### config.mk
export PLATFORM = sky130hd
export DESIGN_NAME = intdiv_ctrl_flat
export DESIGN_NICKNAME = d
export VERILOG_FILES = /design/src/rtl/intdiv_ctrl_if.sv /design/src/rtl/intdiv_ctrl.sv /design/src/flat_wrapper.sv
export SDC_FILE = /design/constraint.sdc
export NUM_CORES = 1
export LEC_CHECK = 0
export CORE_UTILIZATION = 35
export DETAILED_ROUTE_END_ITERATION = 12
export GPL_TIMING_DRIVEN = 0
export MAX_ROUTING_LAYER = met4
export PLACE_DENSITY = 0.55
export SKIP_CTS_REPAIR_TIMING = 1
export SLEW_MARGIN = 20
export SYNTH_ARGS = -nofsm -noshare
export SYNTH_HDL_FRONTEND = slang
export SYNTH_SLANG_ARGS = --single-unit
export TNS_END_PERCENT = 30
### constraint.sdc
create_clock -name clk -period 1.3 [get_ports clk]
set_input_delay 0.26 -clock clk [delete_from_list [all_inputs] [get_ports clk]]
set_output_delay 0.26 -clock clk [all_outputs]
set_load 0.005 [all_outputs]
### src/rtl/intdiv_ctrl_if.sv
// Handshake and status bundle between the SD2 divider datapath and its
// sequencing controller.
interface intdiv_ctrl_if #(
    parameter int N = 8
);
    logic         start;
    logic         divisor_zero;
    logic [1:0]   q_digit;
    logic         rem_sign;
    logic         load;
    logic         iter_en;
    logic         corr;
    logic         busy;
    logic         done;
    logic         dbz;
    logic [N-1:0] quotient;

    // Datapath / requester side.
    modport master (
        output start, divisor_zero, q_digit, rem_sign,
        input  load, iter_en, corr, busy, done, dbz, quotient
    );

    // Controller side.
    modport slave (
        input  start, divisor_zero, q_digit, rem_sign,
        output load, iter_en, corr, busy, done, dbz, quotient
    );
endinterface

### src/rtl/intdiv_ctrl.sv
// Sequencer for an N-step SD2 (non-restoring style) integer divider.
// Converts the signed-digit quotient stream to two's complement on the fly
// (Q / QM pair) and applies the final remainder correction.
//
// state  | meaning
// -------+-----------------------------------------------------------
// IDLE   | waiting for start; divide-by-zero resolved directly to DONE
// LOAD   | one-cycle operand load strobe, conversion registers cleared
// ITER   | N iteration cycles, one quotient digit accepted per cycle
// FIX    | final remainder sign selects Q or QM, correction strobe
// DONE   | one-cycle completion pulse
module intdiv_ctrl #(
    parameter int N = 8
) (
    input  logic          clk,
    input  logic          rst_n,
    intdiv_ctrl_if.slave  bus
);
    localparam int CW = (N > 2) ? $clog2(N) : 1;

    localparam logic [2:0] S_IDLE = 3'd0;
    localparam logic [2:0] S_LOAD = 3'd1;
    localparam logic [2:0] S_ITER = 3'd2;
    localparam logic [2:0] S_FIX  = 3'd3;
    localparam logic [2:0] S_DONE = 3'd4;

    logic [2:0]    state;
    logic [2:0]    state_nxt;
    logic [CW-1:0] cnt;
    logic          cnt_last;
    logic [N-1:0]  q_acc;
    logic [N-1:0]  qm_acc;
    logic [N-1:0]  quot_r;
    logic          load_r;
    logic          iter_r;
    logic          fix_r;
    logic          busy_r;
    logic          done_r;
    logic          dbz_r;

    assign cnt_last = (cnt == CW'(N - 1));

    // Next-state decode; start is only looked at in IDLE.
    always_comb begin
        state_nxt = state;
        case (state)
            S_IDLE: begin
                if (bus.start) begin
                    state_nxt = bus.divisor_zero ? S_DONE : S_LOAD;
                end
            end
            S_LOAD:  state_nxt = S_ITER;
            S_ITER:  state_nxt = cnt_last ? S_FIX : S_ITER;
            S_FIX:   state_nxt = S_DONE;
            S_DONE:  state_nxt = S_IDLE;
            default: state_nxt = S_IDLE;
        endcase
    end

    // State register and strobes registered from the next-state decode, so
    // each strobe is a flop output aligned with the state it belongs to.
    always_ff @(posedge clk or negedge rst_n) begin
        if (!rst_n) begin
            state  <= S_IDLE;
            load_r <= 1'b0;
            iter_r <= 1'b0;
            fix_r  <= 1'b0;
            busy_r <= 1'b0;
            done_r <= 1'b0;
        end else begin
            state  <= state_nxt;
            load_r <= (state_nxt == S_LOAD);
            iter_r <= (state_nxt == S_ITER);
            fix_r  <= (state_nxt == S_FIX);
            busy_r <= (state_nxt == S_LOAD) || (state_nxt == S_ITER) ||
                      (state_nxt == S_FIX);
            done_r <= (state_nxt == S_DONE);
        end
    end

    // Step counter, on-the-fly Q/QM conversion, result and dbz capture.
    always_ff @(posedge clk or negedge rst_n) begin
        if (!rst_n) begin
            cnt    <= '0;
            q_acc  <= '0;
            qm_acc <= '1;
            quot_r <= '0;
            dbz_r  <= 1'b0;
        end else begin
            case (state)
                S_IDLE: begin
                    if (bus.start) begin
                        if (bus.divisor_zero) begin
                            quot_r <= '1;
                            dbz_r  <= 1'b1;
                        end else begin
                            dbz_r  <= 1'b0;
                        end
                    end
                end
                S_LOAD: begin
                    cnt    <= '0;
                    q_acc  <= '0;
                    qm_acc <= '1;
                end
                S_ITER: begin
                    cnt <= cnt + 1'b1;
                    case (bus.q_digit)
                        2'b11: begin
                            q_acc  <= {qm_acc[N-2:0], 1'b1};
                            qm_acc <= {qm_acc[N-2:0], 1'b0};
                        end
                        2'b00: begin
                            q_acc  <= {q_acc[N-2:0], 1'b0};
                            qm_acc <= {qm_acc[N-2:0], 1'b1};
                        end
                        default: begin
                            // 01 and 10 both encode +1.
                            q_acc  <= {q_acc[N-2:0], 1'b1};
                            qm_acc <= {q_acc[N-2:0], 1'b0};
                        end
                    endcase
                end
                S_FIX: begin
                    quot_r <= bus.rem_sign ? qm_acc : q_acc;
                end
                default: begin
                end
            endcase
        end
    end

    assign bus.load     = load_r;
    assign bus.iter_en  = iter_r;
    // The final remainder sign only settles after the last iteration edge,
    // so the correction strobe is the registered FIX slot qualified by it.
    assign bus.corr     = fix_r & bus.rem_sign;
    assign bus.busy     = busy_r;
    assign bus.done     = done_r;
    assign bus.dbz      = dbz_r;
    assign bus.quotient = quot_r;
endmodule

### src/flat_wrapper.sv
// flat-port wrapper written by rule: the top's interface ports become plain ports
module intdiv_ctrl_flat 
#(
    parameter int N = 8
)
  (clk, rst_n, bus_start, bus_divisor_zero, bus_q_digit, bus_rem_sign, bus_load, bus_iter_en, bus_corr, bus_busy, bus_done, bus_dbz, bus_quotient);
  intdiv_ctrl_if #(.N(N)) bus_i ();
  input  logic clk;
  input  logic rst_n;
  input wire logic [$bits(bus_i.start)-1:0] bus_start;
  input wire logic [$bits(bus_i.divisor_zero)-1:0] bus_divisor_zero;
  input wire logic [$bits(bus_i.q_digit)-1:0] bus_q_digit;
  input wire logic [$bits(bus_i.rem_sign)-1:0] bus_rem_sign;
  output wire logic [$bits(bus_i.load)-1:0] bus_load;
  output wire logic [$bits(bus_i.iter_en)-1:0] bus_iter_en;
  output wire logic [$bits(bus_i.corr)-1:0] bus_corr;
  output wire logic [$bits(bus_i.busy)-1:0] bus_busy;
  output wire logic [$bits(bus_i.done)-1:0] bus_done;
  output wire logic [$bits(bus_i.dbz)-1:0] bus_dbz;
  output wire logic [$bits(bus_i.quotient)-1:0] bus_quotient;
  assign bus_i.start = bus_start;
  assign bus_i.divisor_zero = bus_divisor_zero;
  assign bus_i.q_digit = bus_q_digit;
  assign bus_i.rem_sign = bus_rem_sign;
  assign bus_load = bus_i.load;
  assign bus_iter_en = bus_i.iter_en;
  assign bus_corr = bus_i.corr;
  assign bus_busy = bus_i.busy;
  assign bus_done = bus_i.done;
  assign bus_dbz = bus_i.dbz;
  assign bus_quotient = bus_i.quotient;
  intdiv_ctrl #(.N(N)) u_core (.clk(clk), .rst_n(rst_n), .bus(bus_i));
endmodule
Word-level counts from Yosys, hierarchy flattened
Cells that the tools add are included.
{ "word_totals": {"reg_bits": 36, "input_bits": 7, "out_inout_bits": 14, "elab_cells": 46} }
{ "classes": {"n_addsub": 1, "n_eq_ne": 11, "mux": 14, "bitwise_logic": 1, "n_reduce_logical": 8} }
{ "ops": {"columns": ["op", "n"], "rows": [
  ["$pmux W8 S2", 5],
  ["$mux W8", 3],
  ["$eq A3 B2 Y1 const B", 4],
  ["$pmux W3 S4", 1],
  ["$eq A3 B1 Y1 const B", 2],
  ["$eq A3 B3 Y1 const B", 2],
  ["$mux W3", 2],
  ["$pmux W3 S2", 1],
  ["$ne A2 B2 Y1 const B", 2],
  ["$reduce_bool A2 Y1", 2],
  ["$add A3 B1 Y3 const B", 1],
  ["$logic_not A3 Y1", 1],
  ["$reduce_and A3 Y1", 1],
  ["$eq A2 B2 Y1 const B", 1],
  ["$logic_not A2 Y1", 1],
  ["$logic_or A1 B1 Y1", 2],
  ["$mux W1", 2],
  ["$reduce_and A2 Y1", 1],
  ["$and A1 B1 Y1", 1]
]} }

Logic depth before layout (Yosys ltp)
{ "logic_depth": {"word_depth": 6, "ltp_mapped": 7, "mapped_depth_nobuf": 5} }

Worst setup path before layout
No wires, ideal clock.
{ "synth_timing": {"path_type": "input port to flip-flop", "start": "in bus_q_digit[0]", "end": "reg u_core.q_acc[5]", "setup_time_ns": 0.121, "t_arrival_ns": 1.384, "t_required_ns": 1.179, "setup_slack_ns": -0.206, "cell_stages": 7, "n_path_buf": 2, "path_cell_list": "inv_1 ha_1 buf_2 or2_2 clkbuf_1 a22oi_1 o2bb2ai_1"} }
{ "synth_via": {"elab_chain_cells": 3, "elab_cells_between_ends": 4, "cone_classes": "eq/ne (1); mux (2); reduce/logical (1)"} }
{ "synth_lines": {"columns": ["item", "line_no", "source"], "rows": [
  ["from (decl)", "flat_wrapper.sv:12", "input wire logic [$bits(bus_i.q_digit)-1:0] bus_q_digit;"],
  ["$eq A2 B2 Y1 / $logic_not A2 Y1 (equally long branches)", "intdiv_ctrl.sv:108", "case (bus.q_digit)"],
  ["$pmux W8 S2 *", "intdiv_ctrl.sv:108", null],
  ["$pmux W8 S2 *", "intdiv_ctrl.sv:90", "case (state)"],
  ["to (signal assigned)", "intdiv_ctrl.sv:110", "q_acc <= {qm_acc[N-2:0], 1'b1};"],
  ["to (signal assigned)", "intdiv_ctrl.sv:114", "q_acc <= {q_acc[N-2:0], 1'b0};"],
  ["to (signal assigned)", "intdiv_ctrl.sv:119", "q_acc <= {q_acc[N-2:0], 1'b1};"],
  ["to (decl)", "intdiv_ctrl.sv:31", "logic [N-1:0] q_acc;"]
]} }
Mark *: on every way between the ends. The rest lies on a longest branch, timed or not.
A chain may end at the register's enable or synchronous reset.

Final worst setup path
{ "layout_timing": {"start": "reg u_core.state[2]", "end": "reg u_core.qm_acc[7]"} }
{ "layout_via": {"elab_chain_cells": 2, "elab_cells_between_ends": 4, "cone_classes": "eq/ne (2); mux (1); reduce/logical (1)"} }
{ "layout_lines": {"columns": ["item", "line_no", "source"], "rows": [
  ["from (decl)", "intdiv_ctrl.sv:27", "logic [2:0] state;"],
  ["from (signal assigned)", "intdiv_ctrl.sv:71", "state <= state_nxt;"],
  ["$eq A3 B2 Y1 / $eq A3 B1 Y1 (equally long branches)", "intdiv_ctrl.sv:90", null],
  ["$pmux W8 S2 / $reduce_bool A2 Y1 (equally long branches)", null, null],
  ["to (signal assigned)", "intdiv_ctrl.sv:111", "qm_acc <= {qm_acc[N-2:0], 1'b0};"],
  ["to (signal assigned)", "intdiv_ctrl.sv:115", "qm_acc <= {qm_acc[N-2:0], 1'b1};"],
  ["to (signal assigned)", "intdiv_ctrl.sv:120", "qm_acc <= {q_acc[N-2:0], 1'b0};"],
  ["to (decl)", "intdiv_ctrl.sv:32", "logic [N-1:0] qm_acc;"]
]} }
Several ways; a longest one is shown, not always the timed one.

==> reports/summary.txt <==
Status = finished with violations
Failing checks = design-rule violations, negative setup slack
Comb pwr share = 0.417
Crit-path slowest cell = dfrtp_1
CTS tree = built
Die X = 70.67 µm
Worst-case clock buffer depth = 2
Critical path depth in cells = 5
# rows = 24
CTS root buf = clkbuf_8
Vias per cell = 5.452
CP bufs+invs = 2
Fin Setup TNS = -2255 ps
Remaining global-route overflow = 0
Worst-skew pair later-pin latency = 290 ps
Area Overhead vs Synth = 40.71%
Avg WL per Cell = 18.17 µm
Reg power frac = 0.413
DIE AREA = 0.004994 mm²
Core Box Area = 0.004444 mm²
Highest metal used = met4
Simple-gate share of the synthesized area = 0.06823
DP HPWL = 2477 µm
End point of the critical path = u_core.qm_acc[7]$_DFFE_PN1P_
Nets = 178
Synthesized instance count = 132
Vias = 1194
Fmax = 0.6888 GHz
Post-Synth XOR/XNOR Area = 0.005307
Met2 wire length = 1882 µm
Psw = 0.001785 W
Sink Count = 36
Antenna viol nets, final = 0
Worst r2r src = u_core.state[2]$_DFF_PN0_
Initial antenna violation count = 0
Worst path top cell family by delay = flip-flops
Worst slew margin = 0.6698
Number of max-cap violations = 0
Reg clk slew, reported paths = 80 ps
Cell Area, Placed = 0.002002 mm²
Internal power = 0.003347 W
Hold Fails Final Rpt = 0
Crit Path Max Fanout = 6
Main combinational cell family by area after synthesis = compound AO/OA/AOI/OAI gates
Drt pass-1 iters = 8
Vias in the first global route = 1162
Fin area = 0.002322 mm²
CTS H-tree depth = 2
Critical path, cell by cell = buf_6 -> or3b_4 -> buf_2 -> a221oi_1 -> a21oi_1
WS Path Type = flip-flop to flip-flop
Hold WC Path Type = input port to flip-flop
Worst Setup SP = u_core.state[2]$_DFF_PN0_
Peak supply drop = 715.5 µV
Core Util, Final = 0.5225
Synthesized area per cell = 12.50 µm²
Crit start category = flip-flop
Pleak = 1.077 nW
Post-route insts no fill = 219
Die Span Y = 70.67 µm
Syn Nets = 144
Wire length on met1 = 1875 µm
IO Pins = 21
Setup-failing EPs final = 31
IO buf count = 19
Placed instance count = 204
PwrDens = 2210 mW/mm²
Multiplexer area fraction after synthesis = 0.05762
Layout Skew = 9.987 ps
RD Place Congestion = 0.7727
Layout cells sized above 1 = 0.3832
Initial Util = 0.3713
CTS buffer count = 5
Tightest Pin Transition = 493.5 ps
WP data required = 1500 ps
Reg2reg path depth = 5
Clock power share = 0.170
Post-synth cell types = 32
Antenna diodes = 0
Hold Startpoint = bus_q_digit[0]
Unrepaired setup endpoints after global routing = yes
Sequential cell area fraction in the yosys report = 0.5519
R2R Path End = u_core.qm_acc[7]$_DFFE_PN1P_
YS warnings = 0
Drc violations = 6
Largest net degree at the start of global routing = 29
Post-synthesis compound-gate area fraction = 0.2161
Most used DFF post-synth = dfrtp_1
Sw Share = 0.3479
Final period utilization = 1.117
Ys async rst share = 1.000
Area of the mapped netlist = 0.001650 mm²
Initial drt markers = 70
#FFs+latches synth = 36
Total track usage = 0.1699
CP peak stage delay = 380 ps
Routed wire length = 3979 µm
Fin. max-slew vios = 0
CP endpoint kind = flip-flop
Wire length of the first global-routing pass = 6265 µm
Routed wl met3 = 189 µm
Worst setup margin = -151.9 ps
R2R Setup Slk = -150 ps
Period minus WS final = 1452 ps
Synth Area in Adders = 0.03791
Arr. time, crit path = 1660 ps
Number of synthesized flops with an enable pin = 0
==> sequential cells by signal (all words and copies together) (netlist names) <==
register and cells:
u_core.bus.quotient 8, u_core.q_acc 8, u_core.qm_acc 8, u_core.cnt 3, u_core.state 3, u_core.bus.busy 1, u_core.bus.dbz 1, u_core.bus.done 1
u_core.bus.iter_en 1, u_core.bus.load 1, u_core.fix_r 1
==> power groups by stage <==
| stage | Clock (W) | Combinational [W] | Sequential, W |
|---|---|---|---|
| 2_1_floorplan | 0 | 0.00112 | 0.00202 |
| 3_3_place_gp | 0 | 0.00171 | 0.00207 |
| 3_5_place_dp | 0 | 0.00177 | 0.00209 |
| 4_1_cts | 0.000887 | 0.00178 | 0.00207 |
| 5_1_grt | 0.000943 | 0.00232 | 0.00218 |
| 6_report | 0.000874 | 0.00214 | 0.00212 |
==> routing by layer <==
metal  vias to the layer above  GRT usage
met1                       601     0.2434
met2                        31     0.2395
li1                        557          -
met4                         0    0.04000
met5                         -          -
met3                         5    0.04701
==> cell usage in the layout, fill, tap and decap left out, types with 3 or more instances in the layout <==
cell type | Yosys | routed
dlymetal6s2s_1 | 0 | 14
inv_1 | 10 | 8
buf_6 | 4 | 5
buf_4 | 0 | 4
a221oi_1 | 7 | 5
clkbuf_8 | 0 | 8
o2bb2ai_2 | 0 | 3
mux2i_1 | 8 | 8
a2bb2oi_1 | 8 | 8
clkbuf_2 | 0 | 4
nor2_1 | 3 | 3
ha_1 | 5 | 4
o2bb2ai_4 | 0 | 3
dfrtp_1 | 28 | 26
a22oi_2 | 0 | 7
dfstp_2 | 8 | 8
a21oi_1 | 8 | 7
==> layout make-up <==
cell class	count	area, µm²
clock buffers	8	100.1
multi-input cells	77	795.8
flip-flops and latches	36	913.4
plain buffers	9	95.09
inverters	10	52.55
fillers	385	2122
repair buffers	27	300.3
well taps	52	65.06
==> worst min-delay path, cell delays in order <==
cell and delay [ps]:
clkbuf_2 110, inv_4 60, ha_4 110, o2bb2ai_1 50
==> kinds of logic (layout without fill, tap and decap cells) <==
family,count (synthesis),count (layout)
AOI/OAI and AO/OA,46,46
DFF,36,36
buffers and inverters,19,54
and+or+nand+nor,16,16
muxes,9,9
adders and majority gates,5,5
xor gates and xnor gates,1,1
==> per-stage QoR <==
step / hold WS (ps) / power, W / worst slack (ps)
6_report: 348.3 / 0.005132 / -151.9
5_1_grt: 368.1 / 0.005439 / -232.7
4_1_cts: -164.5 / 0.004745 / -626.0
3_5_place_dp: 142.0 / 0.003862 / -909.3
3_3_place_gp: 457.2 / 0.003782 / -870.3
2_1_floorplan: -35.59 / 0.003139 / -86.42
==> how the worst min path moves through the flow <==
stage | slack (ps) | cells after the start | to
final | 350 | 4 | u_core.q_acc[0]$_DFFE_PN0P_
after global routing | 370 | 4 | u_core.q_acc[0]$_DFFE_PN0P_
after CTS | -160 | 1 | u_core.cnt[1]$_DFFE_PN0P_
after detailed placement | 140 | 1 | u_core.cnt[1]$_DFFE_PN0P_
after global placement | 460 | 2 | u_core.qm_acc[7]$_DFFE_PN1P_
after floorplan | -40 | 0 | u_core.bus.busy$_DFF_PN0_
==> synth_stat cells (3+ instances only) <==
cell type | number | area share
nor2_1 | 3 | 0.0068
dfstp_2 | 8 | 0.13
ha_1 | 5 | 0.038
mux2i_1 | 8 | 0.049
a21oi_1 | 8 | 0.024
o2bb2ai_1 | 8 | 0.042
a22oi_1 | 7 | 0.032
a221oi_1 | 7 | 0.037
dfrtp_1 | 28 | 0.42
clkbuf_1 | 3 | 0.0068
inv_1 | 10 | 0.023
buf_6 | 4 | 0.027
a2bb2oi_1 | 8 | 0.042
Note: power is estimated with default switching activity, not from simulation.
